$ cat src/rtl/mips_multicycle_control_if.sv
// Control bundle between the multicycle MIPS main control FSM and the datapath.
//   master : the control FSM (samples opcode/zero/mem_ready, drives selects and enables)
//   slave  : the datapath side (drives opcode/zero/mem_ready, consumes controls)
// Signals:
//   opcode[5:0] instr[31:26]; zero ALU zero flag; mem_ready memory access complete
//   iord, mem_write, ir_write, reg_dst, mem_to_reg, reg_write, alu_src_a,
//   alu_src_b[1:0], alu_op[1:0], pc_src[1:0], pc_write, branch, pc_en, illegal_op,
//   state[3:0] (debug view of the FSM state)
interface mips_multicycle_control_if;
  logic [5:0] opcode;
  logic       zero;
  logic       mem_ready;
  logic       iord;
  logic       mem_write;
  logic       ir_write;
  logic       reg_dst;
  logic       mem_to_reg;
  logic       reg_write;
  logic       alu_src_a;
  logic [1:0] alu_src_b;
  logic [1:0] alu_op;
  logic [1:0] pc_src;
  logic       pc_write;
  logic       branch;
  logic       pc_en;
  logic       illegal_op;
  logic [3:0] state;

  modport master (
    input  opcode, zero, mem_ready,
    output iord, mem_write, ir_write, reg_dst, mem_to_reg, reg_write, alu_src_a,
           alu_src_b, alu_op, pc_src, pc_write, branch, pc_en, illegal_op, state
  );

  modport slave (
    output opcode, zero, mem_ready,
    input  iord, mem_write, ir_write, reg_dst, mem_to_reg, reg_write, alu_src_a,
           alu_src_b, alu_op, pc_src, pc_write, branch, pc_en, illegal_op, state
  );
endinterface

$ cat src/rtl/mips_multicycle_control.sv
// Main control FSM of the multicycle MIPS32 datapath (Moore, 4-bit state).
// Sequences fetch/decode/execute/memory/writeback from the 6-bit opcode and drives
// datapath selects, write enables and the 2-bit ALU op class for the ALU control decoder.
// Ports:
//   clk   rising-edge clock
//   reset synchronous, active-high; forces every output to 0 while high
//   bus   mips_multicycle_control_if.master (opcode/zero/mem_ready in, controls out)
// Parameters:
//   USE_MEM_READY 1 = FETCH/MEMRD/MEMWR wait for mem_ready; 0 = mem_ready treated as 1
// Build option:
//   MIPS_CTRL_BNE_EN when defined, opcode 000101 (bne) decodes to BRANCH with an
//   inverted taken condition; otherwise it is an illegal opcode.
module mips_multicycle_control #(
  parameter int unsigned USE_MEM_READY = 1
) (
  input logic                        clk,
  input logic                        reset,
  mips_multicycle_control_if.master  bus
);

  typedef enum logic [3:0] {
    StFetch   = 4'd0,
    StDecode  = 4'd1,
    StMemAdr  = 4'd2,
    StMemRd   = 4'd3,
    StMemWb   = 4'd4,
    StMemWr   = 4'd5,
    StExecute = 4'd6,
    StAluWb   = 4'd7,
    StBranch  = 4'd8,
    StAddiEx  = 4'd9,
    StAddiWb  = 4'd10,
    StJump    = 4'd11
  } state_e;

  localparam logic [5:0] OpRtype = 6'b000000;
  localparam logic [5:0] OpJ     = 6'b000010;
  localparam logic [5:0] OpBeq   = 6'b000100;
  localparam logic [5:0] OpBne   = 6'b000101;
  localparam logic [5:0] OpAddi  = 6'b001000;
  localparam logic [5:0] OpLw    = 6'b100011;
  localparam logic [5:0] OpSw    = 6'b101011;

  state_e state_q, state_d;
  logic   mem_rdy;
  logic   taken;

  assign mem_rdy = (USE_MEM_READY != 0) ? bus.mem_ready : 1'b1;

`ifdef MIPS_CTRL_BNE_EN
  logic bne_q;

  // Remembers that the branch in flight is bne so BRANCH inverts the zero test.
  always_ff @(posedge clk) begin
    if (reset) begin
      bne_q <= 1'b0;
    end else if (state_q == StDecode) begin
      bne_q <= (bus.opcode == OpBne);
    end else if (state_q == StBranch) begin
      bne_q <= 1'b0;
    end
  end

  assign taken = bus.zero ^ bne_q;
`else
  assign taken = bus.zero;
`endif

  always_ff @(posedge clk) begin
    if (reset) begin
      state_q <= StFetch;
    end else begin
      state_q <= state_d;
    end
  end

  always_comb begin
    state_d        = StFetch;
    bus.iord       = 1'b0;
    bus.mem_write  = 1'b0;
    bus.ir_write   = 1'b0;
    bus.reg_dst    = 1'b0;
    bus.mem_to_reg = 1'b0;
    bus.reg_write  = 1'b0;
    bus.alu_src_a  = 1'b0;
    bus.alu_src_b  = 2'b00;
    bus.alu_op     = 2'b00;
    bus.pc_src     = 2'b00;
    bus.pc_write   = 1'b0;
    bus.branch     = 1'b0;
    bus.illegal_op = 1'b0;
    bus.state      = state_q;

    unique case (state_q)
      StFetch: begin
        bus.alu_src_b = 2'b01;
        bus.ir_write  = mem_rdy;
        bus.pc_write  = mem_rdy;
        state_d       = mem_rdy ? StDecode : StFetch;
      end
      StDecode: begin
        bus.alu_src_b = 2'b11;
        case (bus.opcode)
          OpLw, OpSw: state_d = StMemAdr;
          OpRtype:    state_d = StExecute;
          OpBeq:      state_d = StBranch;
`ifdef MIPS_CTRL_BNE_EN
          OpBne:      state_d = StBranch;
`endif
          OpAddi:     state_d = StAddiEx;
          OpJ:        state_d = StJump;
          default: begin
            bus.illegal_op = 1'b1;
            state_d        = StFetch;
          end
        endcase
      end
      StMemAdr: begin
        bus.alu_src_a = 1'b1;
        bus.alu_src_b = 2'b10;
        state_d       = (bus.opcode == OpSw) ? StMemWr : StMemRd;
      end
      StMemRd: begin
        bus.iord = 1'b1;
        state_d  = mem_rdy ? StMemWb : StMemRd;
      end
      StMemWb: begin
        bus.mem_to_reg = 1'b1;
        bus.reg_write  = 1'b1;
      end
      StMemWr: begin
        bus.iord      = 1'b1;
        bus.mem_write = 1'b1;
        state_d       = mem_rdy ? StFetch : StMemWr;
      end
      StExecute: begin
        bus.alu_src_a = 1'b1;
        bus.alu_op    = 2'b10;
        state_d       = StAluWb;
      end
      StAluWb: begin
        bus.reg_dst   = 1'b1;
        bus.reg_write = 1'b1;
      end
      StBranch: begin
        bus.alu_src_a = 1'b1;
        bus.alu_op    = 2'b01;
        bus.pc_src    = 2'b01;
        bus.branch    = 1'b1;
      end
      StAddiEx: begin
        bus.alu_src_a = 1'b1;
        bus.alu_src_b = 2'b10;
        state_d       = StAddiWb;
      end
      StAddiWb: begin
        bus.reg_write = 1'b1;
      end
      StJump: begin
        bus.pc_src   = 2'b10;
        bus.pc_write = 1'b1;
      end
      // Unused codes 12-15: all controls stay 0, recover to FETCH.
      default: state_d = StFetch;
    endcase

    // Reset overrides everything so no write can escape an abandoned instruction.
    if (reset) begin
      bus.iord       = 1'b0;
      bus.mem_write  = 1'b0;
      bus.ir_write   = 1'b0;
      bus.reg_dst    = 1'b0;
      bus.mem_to_reg = 1'b0;
      bus.reg_write  = 1'b0;
      bus.alu_src_a  = 1'b0;
      bus.alu_src_b  = 2'b00;
      bus.alu_op     = 2'b00;
      bus.pc_src     = 2'b00;
      bus.pc_write   = 1'b0;
      bus.branch     = 1'b0;
      bus.illegal_op = 1'b0;
      bus.state      = 4'd0;
    end

    bus.pc_en = bus.pc_write | (bus.branch & taken);
  end

endmodule

$ cat src/flat_wrapper.sv
// flat-port wrapper written by rule: the top's interface ports become plain ports
module mips_multicycle_control_flat 
#(
  parameter int unsigned USE_MEM_READY = 1
)
  (clk, reset, bus_opcode, bus_zero, bus_mem_ready, bus_iord, bus_mem_write, bus_ir_write, bus_reg_dst, bus_mem_to_reg, bus_reg_write, bus_alu_src_a, bus_alu_src_b, bus_alu_op, bus_pc_src, bus_pc_write, bus_branch, bus_pc_en, bus_illegal_op, bus_state);
  mips_multicycle_control_if bus_i ();
  input logic clk;
  input logic reset;
  input wire logic [$bits(bus_i.opcode)-1:0] bus_opcode;
  input wire logic [$bits(bus_i.zero)-1:0] bus_zero;
  input wire logic [$bits(bus_i.mem_ready)-1:0] bus_mem_ready;
  output wire logic [$bits(bus_i.iord)-1:0] bus_iord;
  output wire logic [$bits(bus_i.mem_write)-1:0] bus_mem_write;
  output wire logic [$bits(bus_i.ir_write)-1:0] bus_ir_write;
  output wire logic [$bits(bus_i.reg_dst)-1:0] bus_reg_dst;
  output wire logic [$bits(bus_i.mem_to_reg)-1:0] bus_mem_to_reg;
  output wire logic [$bits(bus_i.reg_write)-1:0] bus_reg_write;
  output wire logic [$bits(bus_i.alu_src_a)-1:0] bus_alu_src_a;
  output wire logic [$bits(bus_i.alu_src_b)-1:0] bus_alu_src_b;
  output wire logic [$bits(bus_i.alu_op)-1:0] bus_alu_op;
  output wire logic [$bits(bus_i.pc_src)-1:0] bus_pc_src;
  output wire logic [$bits(bus_i.pc_write)-1:0] bus_pc_write;
  output wire logic [$bits(bus_i.branch)-1:0] bus_branch;
  output wire logic [$bits(bus_i.pc_en)-1:0] bus_pc_en;
  output wire logic [$bits(bus_i.illegal_op)-1:0] bus_illegal_op;
  output wire logic [$bits(bus_i.state)-1:0] bus_state;
  assign bus_i.opcode = bus_opcode;
  assign bus_i.zero = bus_zero;
  assign bus_i.mem_ready = bus_mem_ready;
  assign bus_iord = bus_i.iord;
  assign bus_mem_write = bus_i.mem_write;
  assign bus_ir_write = bus_i.ir_write;
  assign bus_reg_dst = bus_i.reg_dst;
  assign bus_mem_to_reg = bus_i.mem_to_reg;
  assign bus_reg_write = bus_i.reg_write;
  assign bus_alu_src_a = bus_i.alu_src_a;
  assign bus_alu_src_b = bus_i.alu_src_b;
  assign bus_alu_op = bus_i.alu_op;
  assign bus_pc_src = bus_i.pc_src;
  assign bus_pc_write = bus_i.pc_write;
  assign bus_branch = bus_i.branch;
  assign bus_pc_en = bus_i.pc_en;
  assign bus_illegal_op = bus_i.illegal_op;
  assign bus_state = bus_i.state;
  mips_multicycle_control #(.USE_MEM_READY(USE_MEM_READY)) u_core (.clk(clk), .reset(reset), .bus(bus_i));
endmodule
$ cat config.mk
export PLATFORM = sky130hd
export DESIGN_NAME = mips_multicycle_control_flat
export DESIGN_NICKNAME = d
export VERILOG_FILES = /design/src/rtl/mips_multicycle_control_if.sv /design/src/rtl/mips_multicycle_control.sv /design/src/flat_wrapper.sv
export SDC_FILE = /design/constraint.sdc
export NUM_CORES = 1
export LEC_CHECK = 0
export BUFFER_PORTS_ARGS = -buffer_cell sky130_fd_sc_hd__buf_2
export CORE_MARGIN = 2
export CORE_UTILIZATION = 32
export DETAILED_ROUTE_END_ITERATION = 12
export GPL_TIMING_DRIVEN = 1
export SLEW_MARGIN = 20
export SYNTH_ARGS = -nofsm -noshare
export SYNTH_HDL_FRONTEND = slang
export SYNTH_SLANG_ARGS = --single-unit
$ cat constraint.sdc
create_clock -name clk -period 2.8 [get_ports clk]
set_input_delay 0.28 -clock clk [delete_from_list [all_inputs] [get_ports clk]]
set_output_delay 0.28 -clock clk [all_outputs]
set_load 0.02 [all_outputs]
==> results of run 1 <==
## worst max-delay path, stage by stage, from the launching register on
cell	delay, ns
dfxtp_1	0.71
nand2b_1	0.26
nor4_1	0.35
a21o_1	0.17
buf_2	0.15
## stage by stage
| step | utilization (%) | setup slack (ns) | hold WS [ns] |
|---|---|---|---|
| after floorplan | - | 0.837 | 0.457 |
| after global placement | 41.8 | 0.965 | 0.649 |
| after detailed placement | 41.8 | 0.883 | 0.622 |
| after CTS | 43.0 | 0.654 | 0.373 |
| after global routing | 43.0 | 0.458 | 0.405 |
| final | 43.0 | 0.644 | 0.370 |
## final timing paths
check	cells after the start	slack, ns	from	endpoint
max	4	0.64	u_core.state_q[3]	bus_pc_en
min	3	0.37	bus_mem_ready	u_core.state_q[0]
max reg2reg	4	1.23	u_core.state_q[1]	u_core.state_q[1]
min reg2reg	2	0.80	u_core.state_q[3]	u_core.state_q[3]
## per-layer routing
metal  GRT usage (%)  wire (um)  vias to the layer above
li1                -          -                      378
met1            22.0        823                      325
met2            21.9        708                       29
met3            3.40        105                        0
met4            1.62          0                        0
met5               0          0                        -
## power groups by stage
stage	Clock, mW	Combinational, mW	Sequential [mW]
finish	0.0736	0.0580	0.0639
detailed placement	0	0.0583	0.0646
global route	0.0784	0.0643	0.0645
global placement	0	0.0577	0.0646
floorplan	0	0.0420	0.0611
CTS	0.0746	0.0583	0.0637
## cells by family (layout without fill, tap and decap cells)
kind of cell,after synthesis,in the layout
simple gates,47,47
flops,4,4
xor+xnor,3,3
buf+inv,12,36
compound gates,24,24
mux,2,2
## area by class of cell
type | instances | area share (%)
timing repair buffer | 30 | 19.8
sequential | 4 | 10.5
tap | 25 | 4.12
inverter | 3 | 1.48
clock buffer | 3 | 2.97
multi-input combinational | 76 | 61.1
## cells in the final DEF (no fill, tap or decap), types with 4 or more instances in the layout
cell and count:
dfxtp_1 4, nor2b_1 4, nand3_1 4, nor2_1 12, o21ai_0 4, nor3_1 7, nand2b_1 6, a21oi_1 11
buf_2 30
==> impl_metrics.toml, run 1 <==
[placed_design]
place_congestion = 0.790
portBuffers = 30
dp_hpwl_mm = 1.22
post_dp_cell_area_um2 = 737
dp.cells = 138

[synth]
muxShareOfSynthArea_pct = 3.47
yosysTopAreaCell = "dfxtp_1"
synth_simple_gate_area_share_pct = 43.5
netlist_area_um2 = 613
ys.flop_type = "dfxtp_1"
avgSynthCellArea_um2 = 6.66
yosysWarningCount = 0
synthTopCellsByArea = "dfxtp_1 (13%), a21oi_1 (9.0%), nor2_1 (7.3%)"
async_flop_share_pct = 0
ys_ff_latch = 4
synth_nets = 102
syn-instance-count = 92
yosysMostFrequentCell = "nor2_1"
ys_seq_area_share_pct = 13.1
synthXorXnorAreaFrac_pct = 4.29
synthTopCellsByCount = "nor2_1 (12), a21oi_1 (11), nor3_1 (7)"
synth_top_area_share_pct = 13.1
yosysUniqueCellTypes = 34
synth_enable_flop_cells = 0
synth_fa_ha_area_share_pct = 0
synth_top_family_by_area = "simple AND/OR/NAND/NOR gates"
synth-compound-area-share_pct = 24.5

[worst_setup_path]
critPathRequiredTime_ns = 2.52
cp-start-kind = "flop"
critical_path_arrival_ns = 1.88
endpoint_kind = "primary output"
path_class = "flop to primary output"
crit_path_max_fanout = 19

[power]
total_power_mw = 0.195
p_int_mw = 0.130
comb_power_share_pct = 29.7
p_leak_nw = 0.333
ir_drop_mv = 0.231
p_seq_share_pct = 32.7
clockPowerShare_pct = 37.6
p_per_area_mw_per_mm2 = 257
net-switching-power_mw = 0.0654
sw_frac_of_total_pct = 33.5

[floorplan]
rows = 15
die-area_mm2 = 0.00228
coreArea_mm2 = 0.00176
fp.dieH_um = 47.8
initial_core_util_pct = 34.8
dieWidth_um = 47.8
boundaryPins = 31

[finish]
stdcell_area_um2 = 759
largest_reg_flops = 4
stdcell_count = 141
largestRegisters = "u_core.state_q x4"
register_area_um2 = 80.1
final.fill_count = 209
diodes = 0
syn2layout_area_growth_pct = 23.9
finalNetCount = 128
largest-register = "u_core.state_q"
drive_above_1_share_pct = 31.9
multiInputGateArea_um2 = 464

[min_path]
holdCritPathClass = "input pin to flop"

[routing]
routed_wl_mm = 1.64
routed_via_density = 5.19
route.vias.total = 732
wl_per_cell_um = 11.6
post-route-drc-count = 0
drtIter0Drc = 9
drtPass1Iterations = 4
ant_nets = 0

[sta]
fmax_ghz = 0.464
fin_crit_ns = 2.16
fin_skew_ns = 0.00711
hold_viol_final = 0
worst_pin_slew_ns = 0.650
drv_slew = 0
fin_setup_tns_ns = 0
rsz0062_at_grt = "false"
timing.final.crit_share_pct = 77.0
relSlewSlack_pct = 56.6
setup_viol = 0

[global_route]
overflow = 0
antenna_found_initial = 0
grt_usage_pct = 14.7
grt_max_degree = 20
grt_pass1_vias = 539
grt_pass1_wl_mm = 2.44

[cts]
cts_tree = "built"
postCtsSetupRepairBufs = 0
cts.path.max_buffers = 2
cts_resized = 0
hold_buffers = 0
clkLatencyLatePin_ns = 0.24
clk_pin_slew_worst_paths_ns = 0.04
cts_max_level = 1
cts_made_buffers = 3
cts_root_buffer = "clkbuf_4"
cts.sink_count = 4

[flow_run]
cap_violations = 0

[run_status]
status = "complete, no violations"
(Power assumes the default switching activity.)
==> run 2, diff against run 1 <==
==> constraint.sdc (replaced) <==
create_clock -name clk -period 2.1 [get_ports clk]
set_input_delay 0.21 -clock clk [delete_from_list [all_inputs] [get_ports clk]]
set_output_delay 0.21 -clock clk [all_outputs]
set_load 0.02 [all_outputs]
==> run 2 against run 1 <==
  * First-iteration DRC count up 130%
  * Via count down 0.82%
  * Sequential cell count unchanged
  * Critical path depth unchanged
  * Combinational power up 35%
  * Sequential share of layout area down 0.20 points
  * Global-route usage down 0.065 points
  * Die area unchanged
  * Highest routed layer unchanged
==> impl_metrics.toml, run 2 (synthesis results as in run 1) <==
[run_status]
status = "complete, no violations"

[routing]
ant_nets = 0
wl_per_cell_um = 11.3
routed_wl_mm = 1.61
routed_via_density = 5.08
route.vias.total = 726
drtIter0Drc = 21
drtPass1Iterations = 4
post-route-drc-count = 0

[worst_setup_path]
crit_path_max_fanout = 15
rr_startpoint = "u_core.state_q[0]"
cp-start-kind = "flop"
path_class = "flop to primary output"
critPathRequiredTime_ns = 1.89
crit_end = "bus_alu_op[1]"
reg2reg_slack_ns = 0.55
startpoint = "u_core.state_q[2]"
r2r_end = "u_core.state_q[2]"
critical_path_arrival_ns = 1.71
reg2reg_depth = 4
endpoint_kind = "primary output"

[flow_run]
cap_violations = 0

[sta]
fin_skew_ns = 0.000692
hold_viol_final = 0
relSlewSlack_pct = 67.6
fin_crit_ns = 1.92
worst_pin_slew_ns = 0.486
fmax_ghz = 0.520
fin_setup_tns_ns = 0
drv_slew = 0
rsz0062_at_grt = "false"
fin_ws_ns = 0.176
timing.final.crit_share_pct = 91.6
setup_viol = 0

[cts]
cts_root_buffer = "clkbuf_4"
clkLatencyLatePin_ns = 0.22
cts.path.max_buffers = 2
hold_buffers = 0
clk_pin_slew_worst_paths_ns = 0.03
cts_max_level = 1
cts_made_buffers = 3
postCtsSetupRepairBufs = 0
cts_resized = 0
cts_tree = "built"
cts.sink_count = 4

[power]
p_int_mw = 0.173
comb_power_share_pct = 31.1
p_seq_share_pct = 33.5
net-switching-power_mw = 0.0786
total_power_mw = 0.252
p_per_area_mw_per_mm2 = 325
ir_drop_mv = 0.291
sw_frac_of_total_pct = 31.2
clockPowerShare_pct = 35.4
p_leak_nw = 0.343

[placed_design]
place_ws_ns = 0.413
place_congestion = 0.823
dp_hpwl_mm = 1.28
portBuffers = 30
dp.cells = 140

[floorplan]
rows = 15
fp.dieH_um = 47.8
die-area_mm2 = 0.00228
boundaryPins = 31
dieWidth_um = 47.8
coreArea_mm2 = 0.00176
initial_core_util_pct = 34.8

[finish]
syn2layout_area_growth_pct = 26.3
final_cell_mix = "buf_2 (30), nor2_1 (12), a21oi_1 (11)"
largestRegisters = "u_core.state_q x4"
largest_reg_flops = 4
multiInputGateArea_um2 = 464
drive_above_1_share_pct = 33.1
largest-register = "u_core.state_q"
diodes = 0
register_area_um2 = 80.1
finalNetCount = 130
stdcell_count = 143
final.fill_count = 207
final_common_cell = "buf_2"
utilization_pct = 43.9

[global_route]
antenna_found_initial = 0
grt_max_degree = 16
grt_pass1_wl_mm = 2.39
grt_pass1_vias = 553
grt_usage_pct = 14.6
overflow = 0

[min_path]
worstHoldStart = "bus_mem_ready"
holdCritPathClass = "input pin to flop"
hold_depth = 3
-- run 2: changes by cell type in the layout (fill, tap and decap cells not counted), sizes merged --
cell,previous run,this run
buf,30,32
-- run 2: worst max-delay path, cell delays in order (launching register included) --
cell	delay, ns
dfxtp_1	0.58
or3b_4	0.44
or2_1	0.23
nor2_1	0.08
buf_2	0.17
-- run 2: how the worst min path moves through the flow --
stage | end | slack, ns
finish | u_core.state_q[0] | 0.34
CTS | u_core.state_q[0] | 0.34
detailed placement | u_core.state_q[0] | 0.58
global placement | u_core.state_q[0] | 0.58
floorplan | u_core.state_q[0] | 0.39
global route | u_core.state_q[0] | 0.36
-- run 2: final cells by class --
class | instances | area share [%]
clock buffer | 3 | 2.91
inverter | 3 | 1.45
multi-input combinational | 76 | 59.9
sequential | 4 | 10.3
tap | 25 | 4.04
timing repair buffer | 32 | 21.3
-- run 2: per-stage QoR --
| step | instance area [um^2] | hold WS (ns) |
|---|---|---|
| floorplan | 613 | 0.387 |
| global placement | 752 | 0.581 |
| detailed placement | 752 | 0.576 |
| CTS | 774 | 0.337 |
| global route | 774 | 0.364 |
| finish | 774 | 0.341 |
-- run 2: power groups by stage --
stage | logic, mW | registers (mW) | clock network [mW]
2_1_floorplan | 0.0560 | 0.0814 | 0
3_3_place_gp | 0.0791 | 0.0854 | 0
3_5_place_dp | 0.0788 | 0.0853 | 0
4_1_cts | 0.0790 | 0.0842 | 0.0942
5_1_grt | 0.0869 | 0.0855 | 0.0954
6_report | 0.0783 | 0.0844 | 0.0892
-- run 2: per-layer routing --
metal / part of all wire [%] / global-route usage [%]
met1: 47 / 19.6
met2: 47 / 24.5
met3: 6.0 / 1.13
met4: 0 / 4.86
met5: 0 / 0
==> run 3, diff against run 2 <==
--- a/config.mk
+++ b/config.mk
@@ -5,6 +5,7 @@
 export SDC_FILE = /design/constraint.sdc
 export NUM_CORES = 1
 export LEC_CHECK = 0
+export ABC_AREA = 1
 export BUFFER_PORTS_ARGS = -buffer_cell sky130_fd_sc_hd__buf_2
 export CORE_MARGIN = 2
 export CORE_UTILIZATION = 32
==> run 3 against run 2 <==
  * Wire length is 8.7% lower
  * Hold slack better by 0.012 ns
  * Register-to-register slack better by 0.31 ns
  * Synthesized area is 2.4% lower
  * Combinational power is 9.7% lower
  * Final area is 0.97% lower
  * Die area is 2.2% lower
  * Cell count is 15% higher
  * Utilization hardly changed
  * Via count is 1.1% higher
  * Sequential cell count stayed put
  * Critical endpoint is now bus_illegal_op
  * Largest cell class unchanged
==> impl_metrics.toml, run 3 <==
[sta]
fin_skew_ns = 0.00605
timing.final.crit_share_pct = 82.0
drv_slew = 0
relSlewSlack_pct = 74.7
hold_viol_final = 0
fin_crit_ns = 1.72
setup_viol = 0
rsz0062_at_grt = "false"
fin_setup_tns_ns = 0
fmax_ghz = 0.581
worst_pin_slew_ns = 0.379
whs_ns = 0.353

[power]
net-switching-power_mw = 0.0810
p_per_area_mw_per_mm2 = 323
sw_frac_of_total_pct = 32.7
clockPowerShare_pct = 37.8
p_leak_nw = 0.464
comb_power_share_pct = 28.5
p_int_mw = 0.167
p_seq_share_pct = 33.7
ir_drop_mv = 0.146

[synth]
syn-instance-count = 112
async_flop_share_pct = 0
synth_fa_ha_area_share_pct = 0
ys.flop_type = "dfxtp_1"
synth_top_family_by_area = "simple AND/OR/NAND/NOR gates"
yosysTopAreaCell = "nor2_1"
synth_enable_flop_cells = 0
avgSynthCellArea_um2 = 5.34
muxShareOfSynthArea_pct = 0
ys_ff_latch = 4
ys_seq_area_share_pct = 13.4
yosysUniqueCellTypes = 22
netlist_area_um2 = 598
synth-compound-area-share_pct = 7.74
synthXorXnorAreaFrac_pct = 0
synth_top_area_share_pct = 18.2
synth_simple_gate_area_share_pct = 61.3
yosysWarningCount = 0
synthTopCellsByArea = "nor2_1 (18%), nand2_1 (16%), dfxtp_1 (13%)"
yosysMostFrequentCell = "nor2_1"
synthTopCellsByCount = "nor2_1 (29), nand2_1 (25), inv_1 (14)"
synth_nets = 122

[global_route]
overflow = 0
grt_pass1_wl_mm = 2.29
grt_usage_pct = 14.2
grt_pass1_vias = 597
antenna_found_initial = 0
grt_max_degree = 17

[worst_setup_path]
cp-start-kind = "flop"
r2r_end = "u_core.state_q[2]"
critical_path_arrival_ns = 1.51
path_class = "flop to primary output"
rr_startpoint = "u_core.state_q[1]"
reg2reg_depth = 7
crit_path_max_fanout = 8
critPathRequiredTime_ns = 1.89
endpoint_kind = "primary output"
reg2reg_slack_ns = 0.86

[cts]
cts.sink_count = 4
cts_made_buffers = 3
cts_tree = "built"
clk_pin_slew_worst_paths_ns = 0.04
cts_resized = 0
hold_buffers = 0
cts.path.max_buffers = 2
cts_root_buffer = "clkbuf_4"
cts_max_level = 1
clkLatencyLatePin_ns = 0.24
postCtsSetupRepairBufs = 0

[placed_design]
place_congestion = 0.847
portBuffers = 30
dp.cells = 162
post_dp_cell_area_um2 = 744
dp_hpwl_mm = 1.25

[finish]
drive_above_1_share_pct = 35.0
final_common_cell = "buf_2"
largest-register = "u_core.state_q"
largestRegisters = "u_core.state_q x4"
diodes = 0
stdcell_count = 165
syn2layout_area_growth_pct = 28.2
final.fill_count = 204
finalNetCount = 152
final_cell_mix = "buf_2 (30), nor2_1 (29), nand2_1 (25)"
stdcell_area_um2 = 767
largest_reg_flops = 4

[routing]
ant_nets = 0
drtPass1Iterations = 4
wl_per_cell_um = 8.93
routed_wl_mm = 1.47
drtIter0Drc = 4
routed_via_density = 4.45
post-route-drc-count = 0
route.vias.total = 734

[floorplan]
initial_core_util_pct = 34.3
coreArea_mm2 = 0.00175
boundaryPins = 31
fp.dieH_um = 47.2
die-area_mm2 = 0.00223
dieWidth_um = 47.2
rows = 15

[run_status]
status = "complete, no violations"

[min_path]
holdCritPathClass = "input pin to flop"
worstHoldStart = "reset"
whs_endpoint = "u_core.state_q[2]"
hold_depth = 2

[flow_run]
cap_violations = 0
run 3: cell types whose count changed in the layout (fill, tap and decap cells not counted), sizes merged, moves of 5 or more:
| cell | delta |
|---|---|
| nand3 | +5 |
| nand2b | -6 |
| a21oi | -7 |
| nor2 | +21 |
| nor2b | -5 |
| nand2 | +26 |
| inv | +15 |
run 3: per-stage QoR:
stage | setup WS, ns | utilization (%) | total power [mW]
final | 0.379 | 43.9 | 0.248
after global routing | 0.258 | 43.9 | 0.259
after CTS | 0.380 | 43.9 | 0.250
after detailed placement | 0.646 | 42.7 | 0.156
after global placement | 0.653 | 42.7 | 0.155
after floorplan | 0.585 | - | 0.134
run 3: metal layers:
layer  up-vias  GRT usage [%]  routed length (um)
li1        401              -                   -
met1       309           15.6                 631
met2        24           26.5                 757
met3         0           2.69                  83
met4         0           5.00                   0
met5         -              0                   0
run 3: how the worst max path moves through the flow:
stage | slack, ns | cells past startpoint | startpoint | to
2_1_floorplan | 0.58 | 6 | u_core.state_q[3] | bus_pc_en
3_3_place_gp | 0.65 | 5 | u_core.state_q[0] | bus_illegal_op
3_5_place_dp | 0.65 | 5 | u_core.state_q[0] | bus_illegal_op
4_1_cts | 0.38 | 5 | u_core.state_q[0] | bus_illegal_op
5_1_grt | 0.26 | 5 | u_core.state_q[0] | bus_illegal_op
6_report | 0.38 | 5 | u_core.state_q[0] | bus_illegal_op
run 3: cell families after synthesis:
group / Yosys count
buffers and inverters: 23
DFF: 4
AOI/OAI and AO/OA: 8
and+or+nand+nor: 77
run 3: power by group through the flow:
stage	clock, mW	sequential, mW	combinational (mW)
after floorplan	0	0.0799	0.0542
after global routing	0.0955	0.0840	0.0797
after detailed placement	0	0.0846	0.0712
final	0.0936	0.0835	0.0707
after global placement	0	0.0844	0.0707
after CTS	0.0946	0.0835	0.0715
run 3: cell type report:
| type | count | area, um^2 | area share (%) |
|---|---|---|---|
| multi-input combinational | 85 | 413 | 53.8 |
| tap | 25 | 31.3 | 4.08 |
| sequential | 4 | 80.1 | 10.4 |
| clock buffer | 3 | 22.5 | 2.94 |
| timing repair buffer | 30 | 150 | 19.6 |
| inverter | 18 | 70.1 | 9.14 |
run 3: critical path: stages, from the launching register on:
cell	delay [ns]
dfxtp_1	0.54
nand2_2	0.14
nor2_4	0.17
nand2_1	0.08
nor3_2	0.16
buf_2	0.18
